--- src/rtl/icache_prefetch_buffer.sv ---
// Next-line prefetcher between the I-cache line port and slow memory.
// Define ICACHE_PREFETCH_EN to enable the one-entry stream buffer.
module icache_prefetch_buffer #(
    parameter int ADDR_W = 28,
    parameter int LINE_W = 128
) (
    input  logic              clk,
    input  logic              proc_reset,
    input  logic              cache_read,
    input  logic              cache_write,
    input  logic [ADDR_W-1:0] cache_addr,
    input  logic [LINE_W-1:0] cache_wdata,
    output logic [LINE_W-1:0] cache_rdata,
    output logic              cache_ready,
    output logic              mem_read,
    output logic              mem_write,
    output logic [ADDR_W-1:0] mem_addr,
    output logic [LINE_W-1:0] mem_wdata,
    input  logic [LINE_W-1:0] mem_rdata,
    input  logic              mem_ready,
    output logic [15:0]       pf_hits
);
    typedef enum logic [2:0] {
        IDLE, DEMAND, WRITE, RESP, PREFETCH
    } state_e;

    state_e            state_q, state_d;
    logic [LINE_W-1:0] rdata_q, rdata_d;
    logic              ready_q, ready_d;
    logic              mrd_q, mrd_d;
    logic              mwr_q, mwr_d;
    logic [ADDR_W-1:0] maddr_q, maddr_d;
    logic [LINE_W-1:0] mwdata_q, mwdata_d;
    logic              hit;
    logic [LINE_W-1:0] hit_data;

`ifdef ICACHE_PREFETCH_EN
    logic              buf_valid_q, buf_valid_d;
    logic [ADDR_W-1:0] buf_addr_q, buf_addr_d;
    logic [LINE_W-1:0] buf_data_q, buf_data_d;
    logic [ADDR_W-1:0] pf_addr_q, pf_addr_d;
    logic [15:0]       hits_q, hits_d;
    logic              rd_q, rd_d;

    assign hit      = buf_valid_q && (buf_addr_q == cache_addr);
    assign hit_data = buf_data_q;
    assign pf_hits  = hits_q;

    always_ff @(posedge clk or posedge proc_reset) begin
        if (proc_reset) begin
            buf_valid_q <= 1'b0;
            buf_addr_q  <= '0;
            buf_data_q  <= '0;
            pf_addr_q   <= '0;
            hits_q      <= '0;
            rd_q        <= 1'b0;
        end else begin
            buf_valid_q <= buf_valid_d;
            buf_addr_q  <= buf_addr_d;
            buf_data_q  <= buf_data_d;
            pf_addr_q   <= pf_addr_d;
            hits_q      <= hits_d;
            rd_q        <= rd_d;
        end
    end

    always_comb begin
        buf_valid_d = buf_valid_q;
        buf_addr_d  = buf_addr_q;
        buf_data_d  = buf_data_q;
        pf_addr_d   = pf_addr_q;
        hits_d      = hits_q;
        rd_d        = rd_q;
        unique case (state_q)
            IDLE: begin
                if (cache_write) begin
                    rd_d = 1'b0;
                    if (buf_addr_q == cache_addr) buf_valid_d = 1'b0;
                end else if (cache_read && hit) begin
                    rd_d        = 1'b1;
                    buf_valid_d = 1'b0;
                    pf_addr_d   = cache_addr + ADDR_W'(1);
                    if (hits_q != 16'hFFFF) hits_d = hits_q + 16'd1;
                end else if (cache_read) begin
                    rd_d = 1'b1;
                end
            end
            DEMAND: begin
                if (mem_ready) pf_addr_d = maddr_q + ADDR_W'(1);
            end
            PREFETCH: begin
                // a write to the line being fetched leaves it stale
                if (mem_ready) begin
                    buf_data_d  = mem_rdata;
                    buf_addr_d  = pf_addr_q;
                    buf_valid_d = !(cache_write && cache_addr == pf_addr_q);
                end
            end
            default: ;
        endcase
    end
`else
    assign hit      = 1'b0;
    assign hit_data = '0;
    assign pf_hits  = '0;
`endif

    always_ff @(posedge clk or posedge proc_reset) begin
        if (proc_reset) begin
            state_q  <= IDLE;
            rdata_q  <= '0;
            ready_q  <= 1'b0;
            mrd_q    <= 1'b0;
            mwr_q    <= 1'b0;
            maddr_q  <= '0;
            mwdata_q <= '0;
        end else begin
            state_q  <= state_d;
            rdata_q  <= rdata_d;
            ready_q  <= ready_d;
            mrd_q    <= mrd_d;
            mwr_q    <= mwr_d;
            maddr_q  <= maddr_d;
            mwdata_q <= mwdata_d;
        end
    end

    always_comb begin
        state_d  = state_q;
        rdata_d  = rdata_q;
        ready_d  = 1'b0;
        mrd_d    = mrd_q;
        mwr_d    = mwr_q;
        maddr_d  = maddr_q;
        mwdata_d = mwdata_q;
        unique case (state_q)
            IDLE: begin
                if (cache_write) begin
                    state_d  = WRITE;
                    mwr_d    = 1'b1;
                    maddr_d  = cache_addr;
                    mwdata_d = cache_wdata;
                end else if (cache_read && hit) begin
                    state_d = RESP;
                    ready_d = 1'b1;
                    rdata_d = hit_data;
                end else if (cache_read) begin
                    state_d = DEMAND;
                    mrd_d   = 1'b1;
                    maddr_d = cache_addr;
                end
            end
            DEMAND: begin
                if (mem_ready) begin
                    state_d = RESP;
                    ready_d = 1'b1;
                    mrd_d   = 1'b0;
                    rdata_d = mem_rdata;
                end
            end
            WRITE: begin
                if (mem_ready) begin
                    state_d = RESP;
                    ready_d = 1'b1;
                    mwr_d   = 1'b0;
                end
            end
            RESP: begin
`ifdef ICACHE_PREFETCH_EN
                if (rd_q) begin
                    state_d = PREFETCH;
                    mrd_d   = 1'b1;
                    maddr_d = pf_addr_q;
                end else begin
                    state_d = IDLE;
                end
`else
                state_d = IDLE;
`endif
            end
`ifdef ICACHE_PREFETCH_EN
            PREFETCH: begin
                if (mem_ready) begin
                    state_d = IDLE;
                    mrd_d   = 1'b0;
                end
            end
`endif
            default: state_d = IDLE;
        endcase
    end

    assign cache_rdata = rdata_q;
    assign cache_ready = ready_q;
    assign mem_read    = mrd_q;
    assign mem_write   = mwr_q;
    assign mem_addr    = maddr_q;
    assign mem_wdata   = mwdata_q;
endmodule

--- config.mk ---
export PLATFORM = sky130hd
export DESIGN_NAME = icache_prefetch_buffer
export DESIGN_NICKNAME = d
export VERILOG_FILES = /design/src/rtl/icache_prefetch_buffer.sv
export SDC_FILE = /design/constraint.sdc
export NUM_CORES = 1
export LEC_CHECK = 0
export BUFFER_PORTS_ARGS = -buffer_cell sky130_fd_sc_hd__buf_2
export CORE_AREA = 2 2 232 234
export CTS_CLUSTER_SIZE = 40
export DETAILED_ROUTE_END_ITERATION = 16
export DIE_AREA = 0 0 234 236
export PLACE_DENSITY = 0.46
export SETUP_SLACK_MARGIN = 0.1
export SYNTH_ARGS = -nofsm -noshare
export SYNTH_HDL_FRONTEND = slang
export SYNTH_SLANG_ARGS = --single-unit
--- constraint.sdc ---
create_clock -name clk -period 33.2 [get_ports clk]
set_input_delay 8.3 -clock clk [delete_from_list [all_inputs] [get_ports clk]]
set_output_delay 8.3 -clock clk [all_outputs]
set_load 0.02 [all_outputs]
==> results.txt, run 1 <==
----------------------------------------------------
[Clock network]
  Clock edge transition at the registers on the reported setup and hold paths ... ~0.05 ns
  Clock buffer count from CTS ... 36
  Clk sink count ... just under 300
  Clock tree from TritonCTS ... done
  Maximum level of the CTS H-tree ... 2
  Number of buffers inserted to repair setup after CTS ... 0
  Cells resized by post-CTS repair ... 0
  Clock Tree Root ... clkbuf_16
  Clk Latency, worst-skew pair ... roughly 0.53 ns
  Number of hold buffers added after CTS ... 0
  Maximum count of clock buffers along a single path ... 3

[Routing]
  Wire length per cell ... between 15 and 20 um
  Antenna-violating nets left ... 0
  First-pass iteration count of the detailed router ... 4
  Number of DRC markers after the initial detailed-route iteration ... ~200
  Number of vias per cell ... 3.81
  Total number of vias ... roughly 7500
  DRC violations left ... 0
  WL final ... roughly 32000 um

[STA]
  Final worst-path cycle share ... 0.302
  Slew at the pin with the worst max-slew slack ... between 0.9 and 1 ns
  Clock skew ... 0.00934 ns
  RSZ-0062 raised after global routing ... no
  Final count of hold timing violations ... 0
  Max-slew violation total from the final report ... 0
  Minimum clock period ... roughly 10 ns
  Setup violators final ... 0
  Max Fclk ... 0.0997 GHz
  Max-slew headroom at the worst pin ... 0.335
  Setup_tns ... 0 ns

[Power and ir drop]
  Net load switching power ... 664 uW
  Total power density per cell area ... roughly 110 nW/um^2
  Pint ... 1080 uW
  Gate power share ... 0.424
  Share of power burned in registers ... 0.353
  Net Sw Frac ... 0.381
  Part of the power in the clock network ... 0.222
  P_leak ... approximately 0.0077 uW
  Worst VDD drop ... approximately 0.047 mV

[Global route]
  Total routing usage reported by global routing ... 0.113
  Overflow after GRT ... 0
  Maximum number of pins on one net before global-route repair ... 110
  First-pass GRT wire length ... 47300 um
  Via count of the first global-routing pass ... approximately 7800
  Initial antenna violation count ... 7

[Finish]
  Final-stage net count ... ~1500
  Area of combinational cells with multiple inputs ... between 3000 and 4000 um^2
  Number of standard cells in the final layout excluding fillers ... roughly 2000
  Filler cell count in the final layout ... about 5500
  Register cell area after layout ... just over 7000 um^2
  Fraction of layout cells with a size suffix above 1 ... 0.729
  Area added between synthesis and finish ... 42.5%
  Fin util ... 0.296

[Critical path]
  Slowest cell on the critical path ... buf_4
  CP Capture Type ... register
  Worst path cell trace ... buf_2, nand2_4, buf_4, mux2_2
  Critical path fanouts, max ... between 70 and 80
  CP arrival ... between 10 and 15 ns
  Critical setup path kind ... primary input to register
  Cell type group with the largest total delay on the critical path ... buffers and inverters
  Required @ worst endpoint ... between 30 and 40 ns
  Critical path buffer and inverter count ... 2
  Startpoint kind of the worst setup timing path ... primary input
  Highest cell delay on the worst timing path ... 0.90 ns

[Status]
  Run status ... completed

[Floorplan]
  Starting density of the core ... 0.207
  Vertical die dimension ... 236 um
  Number of top-level design ports ... 592
  Chip Width ... between 200 and 250 um
  Area of the core ... between 50000 and 60000 um^2
  Die ar. ... between 50000 and 60000 um^2
  Placement Rows ... 85

[Yosys]
  Post-synth EDFFs ... 0
  Synth top area share ... 0.657
  Number of distinct library cells after synthesis ... 24
  Gate Count Post-Synth ... around 650
  Yosys synthesis warning count ... 0
  Most used flip-flop cell after synthesis ... dfrtp_1
  Area of the mapped netlist ... 11000 um^2
  Portion of the post-synthesis area used by sequential elements ... 0.657
  Library cell with the highest instance count after synthesis ... dfrtp_1
  Top post-synthesis cells by count ... dfrtp_1, mux2_2, buf_4
  Mean cell area of the mapped netlist ... between 15 and 20 um^2
  Leading cell types by total area after synthesis ... dfrtp_1, mux2_2, buf_6
  Cell taking the most area after synthesis ... dfrtp_1
  Number of synthesized register bits ... 289
  Proportion of synthesized flip-flops having asynchronous set or reset ... 1.00

[Place]
  Quantity of I/O buffers inserted on ports ... around 580
  Global placement routability congestion ... roughly 0.78
  Half-perimeter wire length after detailed placement ... about 24000 um
  Placed instance count ... ~1900

[Job]
  Max-cap viol count ... 0

[Worst hold path]
  Worst min path class ... register to register

----------------------------------------------------
==> per-stage QoR <==
stage                     power [uW]  hold slack [ns]  worst slack, ns  instance area, um^2
after detailed placement        1380            0.477            22.56                14500
final                           1740            0.487            23.17                15700
after CTS                       1780            0.490            23.14                15700
after global routing            1850            0.493            22.93                15700
after global placement          1370            0.474            22.59                14500
after floorplan                 1110            0.545            16.92                11100
==> path summary, 6_finish.rpt <==
check | from | cells after the start | end | slack (ns)
min | mem_addr[17] | 1 | mem_addr[17] | 0.49
max in group asynchronous | proc_reset | 4 | mem_read | 23.32
max | mem_ready | 4 | cache_rdata[105] | 23.17
min in group asynchronous | proc_reset | 2 | mem_wdata[123] | 7.91
min reg2reg | mem_addr[17] | 1 | mem_addr[17] | 0.49
max reg2reg | state_q[1] | 5 | mem_wdata[115] | 30.28
==> cells in the final DEF (no fill, tap or decap), types with 2 or more instances in the layout <==
cell type / synthesis / routed
a21oi_1: 2 / 2
ha_1: 4 / 4
buf_4: 19 / 5
inv_1: 4 / 3
inv_6: 0 / 2
inv_8: 0 / 2
o21ai_0: 3 / 3
mux2_2: 283 / 283
bufinv_16: 0 / 2
nand2_1: 3 / 2
clkbuf_8: 0 / 6
o211ai_1: 2 / 2
buf_2: 15 / 575
clkinv_2: 0 / 5
nand2_4: 0 / 2
nor3b_1: 2 / 2
diode_2: 0 / 5
dfrtp_1: 289 / 289
clkbuf_16: 0 / 37
conb_1: 1 / 16
clkbuf_1: 0 / 10
==> registers in the layout, summed over array words and instances (netlist names) <==
signal and cells:
mem_write 1, state_q 2, mem_wdata 128, cache_rdata 128
mem_addr 28, cache_ready 1, mem_read 1
==> power groups by stage <==
stage	logic [uW]	clock network (uW)	registers, uW
floorplan	260	0	845
global placement	751	0	618
detailed placement	755	0	621
CTS	755	404	617
global route	789	420	639
finish	739	387	615
==> logic make-up (layout without fill, tap and decap cells) <==
kind of cell | after synthesis | in the layout | share of synthesized area
simple gates | 12 | 12 | 0.00648
flops | 289 | 289 | 0.657
fa+ha+maj | 4 | 4 | 0.00455
compound gates | 10 | 10 | 0.00671
buf+inv | 51 | 648 | 0.0344
mux | 284 | 284 | 0.291
other cells | 1 | 21 | 0.000341
==> cell type report <==
cell class	count	share of cell area
sequential	289	0.461
multi-input combinational	326	0.221
timing repair buffer	580	0.186
clock buffer	53	0.0667
tap	696	0.0555
clock inverter	11	0.00774
inverter	4	0.00144
antenna	5	0.000798
==> per-layer routing <==
metal | track usage | up-vias | wire length (um)
met3 | 0.0405 | 54 | 2900
met1 | 0.124 | 3697 | 11800
met4 | 0.0376 | 6 | 707
met5 | 0 | - | 39
li1 | - | 3427 | -
met2 | 0.198 | 295 | 16800
Note: power is estimated with default switching activity, not from simulation.
==> run 2: changes to the inputs <==
==> constraint.sdc (replaced) <==
create_clock -name clk -period 9.6 [get_ports clk]
set_input_delay 2.4 -clock clk [delete_from_list [all_inputs] [get_ports clk]]
set_output_delay 2.4 -clock clk [all_outputs]
set_load 0.02 [all_outputs]
==> results.txt, run 2 (synthesis gave the netlist of run 1 again) <==
----------------------------------------------------
[Clock network]
  Cells resized by post-CTS repair ... 0 (unchanged)
  Clock edge transition at the registers on the reported setup and hold paths ... 0.06 ns (about the same)
  Clock buffer count from CTS ... 35 (-2.8%)
  Clk sink count ... 289 (unchanged)
  Maximum level of the CTS H-tree ... 2 (unchanged)
  Number of buffers inserted to repair setup after CTS ... 0 (unchanged)
  Clk Latency, worst-skew pair ... 0.52 ns (about the same)
  Number of hold buffers added after CTS ... 0 (unchanged)
  Clock Tree Root ... clkbuf_16
  Clock tree from TritonCTS ... done
  Maximum count of clock buffers along a single path ... 3 (unchanged)

[Status]
  Run status ... completed

[STA]
  Clock skew ... 0.00935 ns (+0.0000137 ns)
  Setup_tns ... 0 ns (unchanged)
  Final worst-path cycle share ... 0.436
  Setup violators final ... 0 (unchanged)
  Max Fclk ... about 0.24 GHz
  Final count of hold timing violations ... 0 (unchanged)
  Max-slew headroom at the worst pin ... 0.325 (-0.0102)
  Final critical-path setup slack ... 5.42 ns (-17.75 ns)
  RSZ-0062 raised after global routing ... no
  Max-slew violation total from the final report ... 0 (unchanged)
  Minimum clock period ... roughly 4.2 ns
  Slew at the pin with the worst max-slew slack ... 1.01 ns (+0.0153 ns)

[Routing]
  First-pass iteration count of the detailed router ... 4 (unchanged)
  DR top layer ... met5
  Number of vias per cell ... 3.82 (+0.38%)
  WL final ... 32000 um (-0.91%)
  Antenna-violating nets left ... 0 (unchanged)
  Total number of vias ... 7477 (-0.027%)
  Wire length per cell ... 16.4 um (-0.51%)
  Sum of met2 wire segment lengths after detailed routing ... 16200 um (-3.6%)
  Met3 Routed Length ... 3070 um (+6.1%)
  DRC violations left ... 0 (unchanged)
  M1 wire length ... 11900 um (+0.44%)
  Number of DRC markers after the initial detailed-route iteration ... 210 (+4.0%)

[Floorplan]
  Die ar. ... 55200 um^2 (unchanged)
  Chip Width ... 234 um (unchanged)
  Placement Rows ... 85 (unchanged)
  Vertical die dimension ... 236 um (unchanged)
  Starting density of the core ... 0.207 (unchanged)
  Area of the core ... 53100 um^2 (unchanged)
  Number of top-level design ports ... 592 (unchanged)

[Critical path]
  CP Capture Type ... register
  Critical setup path kind ... primary input to register
  Required @ worst endpoint ... 9.99 ns (-23.62 ns)
  CP arrival ... 4.58 ns (-5.86 ns)
  Critical path fanouts, max ... 73 (-5.2%)
  Startpoint kind of the worst setup timing path ... primary input

[Job]
  Max-cap viol count ... 0 (unchanged)

[Finish]
  Fraction of layout cells with a size suffix above 1 ... 0.726 (-0.00288)
  Leading cell type in the layout, fill and taps excluded ... buf_2
  Highest-count cells in the layout ignoring fill and taps ... buf_2, dfrtp_1, mux2_2, clkbuf_16, conb_1
  Filler cell count in the final layout ... 5519 (+0.24%)
  Area added between synthesis and finish ... 41.7%
  Final-stage net count ... 1528 (-0.13%)

[Place]
  Global placement routability congestion ... 0.744 (-4.9%)
  Placement-stage worst setup slack ... 4.84 ns (-17.72 ns)
  Half-perimeter wire length after detailed placement ... 23800 um (-2.7%)
  Quantity of I/O buffers inserted on ports ... 575 (unchanged)

[Power and ir drop]
  Worst VDD drop ... 0.198 mV (+320%)
  P_leak ... 0.00760 uW (-0.75%)
  Total power density per cell area ... 381 nW/um^2 (+240%)
  Pwr Total ... 5940 uW (+240%)

[Global route]
  Overflow after GRT ... 0 (unchanged)
  First-pass GRT wire length ... 47300 um (about the same)
  Maximum number of pins on one net before global-route repair ... 150 (+36%)
  Via count of the first global-routing pass ... 7979 (+2.9%)
  Total routing usage reported by global routing ... 0.112 (-0.000697)
  Initial antenna violation count ... 7 (unchanged)

[Worst hold path]
  Worst min path class ... register to register

----------------------------------------------------
==> run 2: path summary, 6_finish.rpt <==
path / depth (start not counted) / slack (ns) / end / startpoint
setup / recovery: 4 / 5.42 / mem_wdata[120] / cache_write
hold / removal: 1 / 0.49 / mem_addr[17] / mem_addr[17]
setup reg to reg: 5 / 6.61 / mem_wdata[120] / state_q[1]
hold reg to reg: 1 / 0.49 / mem_addr[17] / mem_addr[17]
max in group asynchronous: 4 / 6.21 / cache_rdata[69] / proc_reset
min in group asynchronous: 3 / 2.01 / mem_wdata[78] / proc_reset
==> run 2: layer usage <==
metal,up-vias,global-route usage
li1,3422,-
met1,3670,0.122
met2,315,0.196
met3,60,0.0457
met4,10,0.0351
met5,-,0
==> run 2: cell type report <==
type	instances	area, um^2	share of cell area
clock buffers	54	1040	0.0667
flip-flops and latches	289	7230	0.464
well taps	696	871	0.0558
inverters	4	18.8	0.00120
diodes	3	7.51	0.000481
multi-input cells	326	3470	0.222
clock inverters	5	30.0	0.00193
repair buffers	579	2930	0.188
==> run 2: per-stage QoR <==
stage	instances	utilization	hold slack, ns	instance area (um^2)
after floorplan	666	-	0.545	11100
after global placement	1894	0.274	0.480	14500
after detailed placement	1894	0.274	0.484	14500
after CTS	1953	0.294	0.497	15600
after global routing	1954	0.294	0.508	15600
final	1956	0.294	0.488	15600
==> run 2: critical path: stages <==
cell and delay [ns]:
buf_2 0.16, nand2_4 0.69, buf_4 0.73, mux2_2 0.42
==> run 2: report_power, final <==
group          leakage [uW]  switching [uW]  internal [uW]  total, uW
registers           0.00341             297           1850       2140
logic               0.00367            1480           1070       2550
clock network      0.000518             503            742       1240
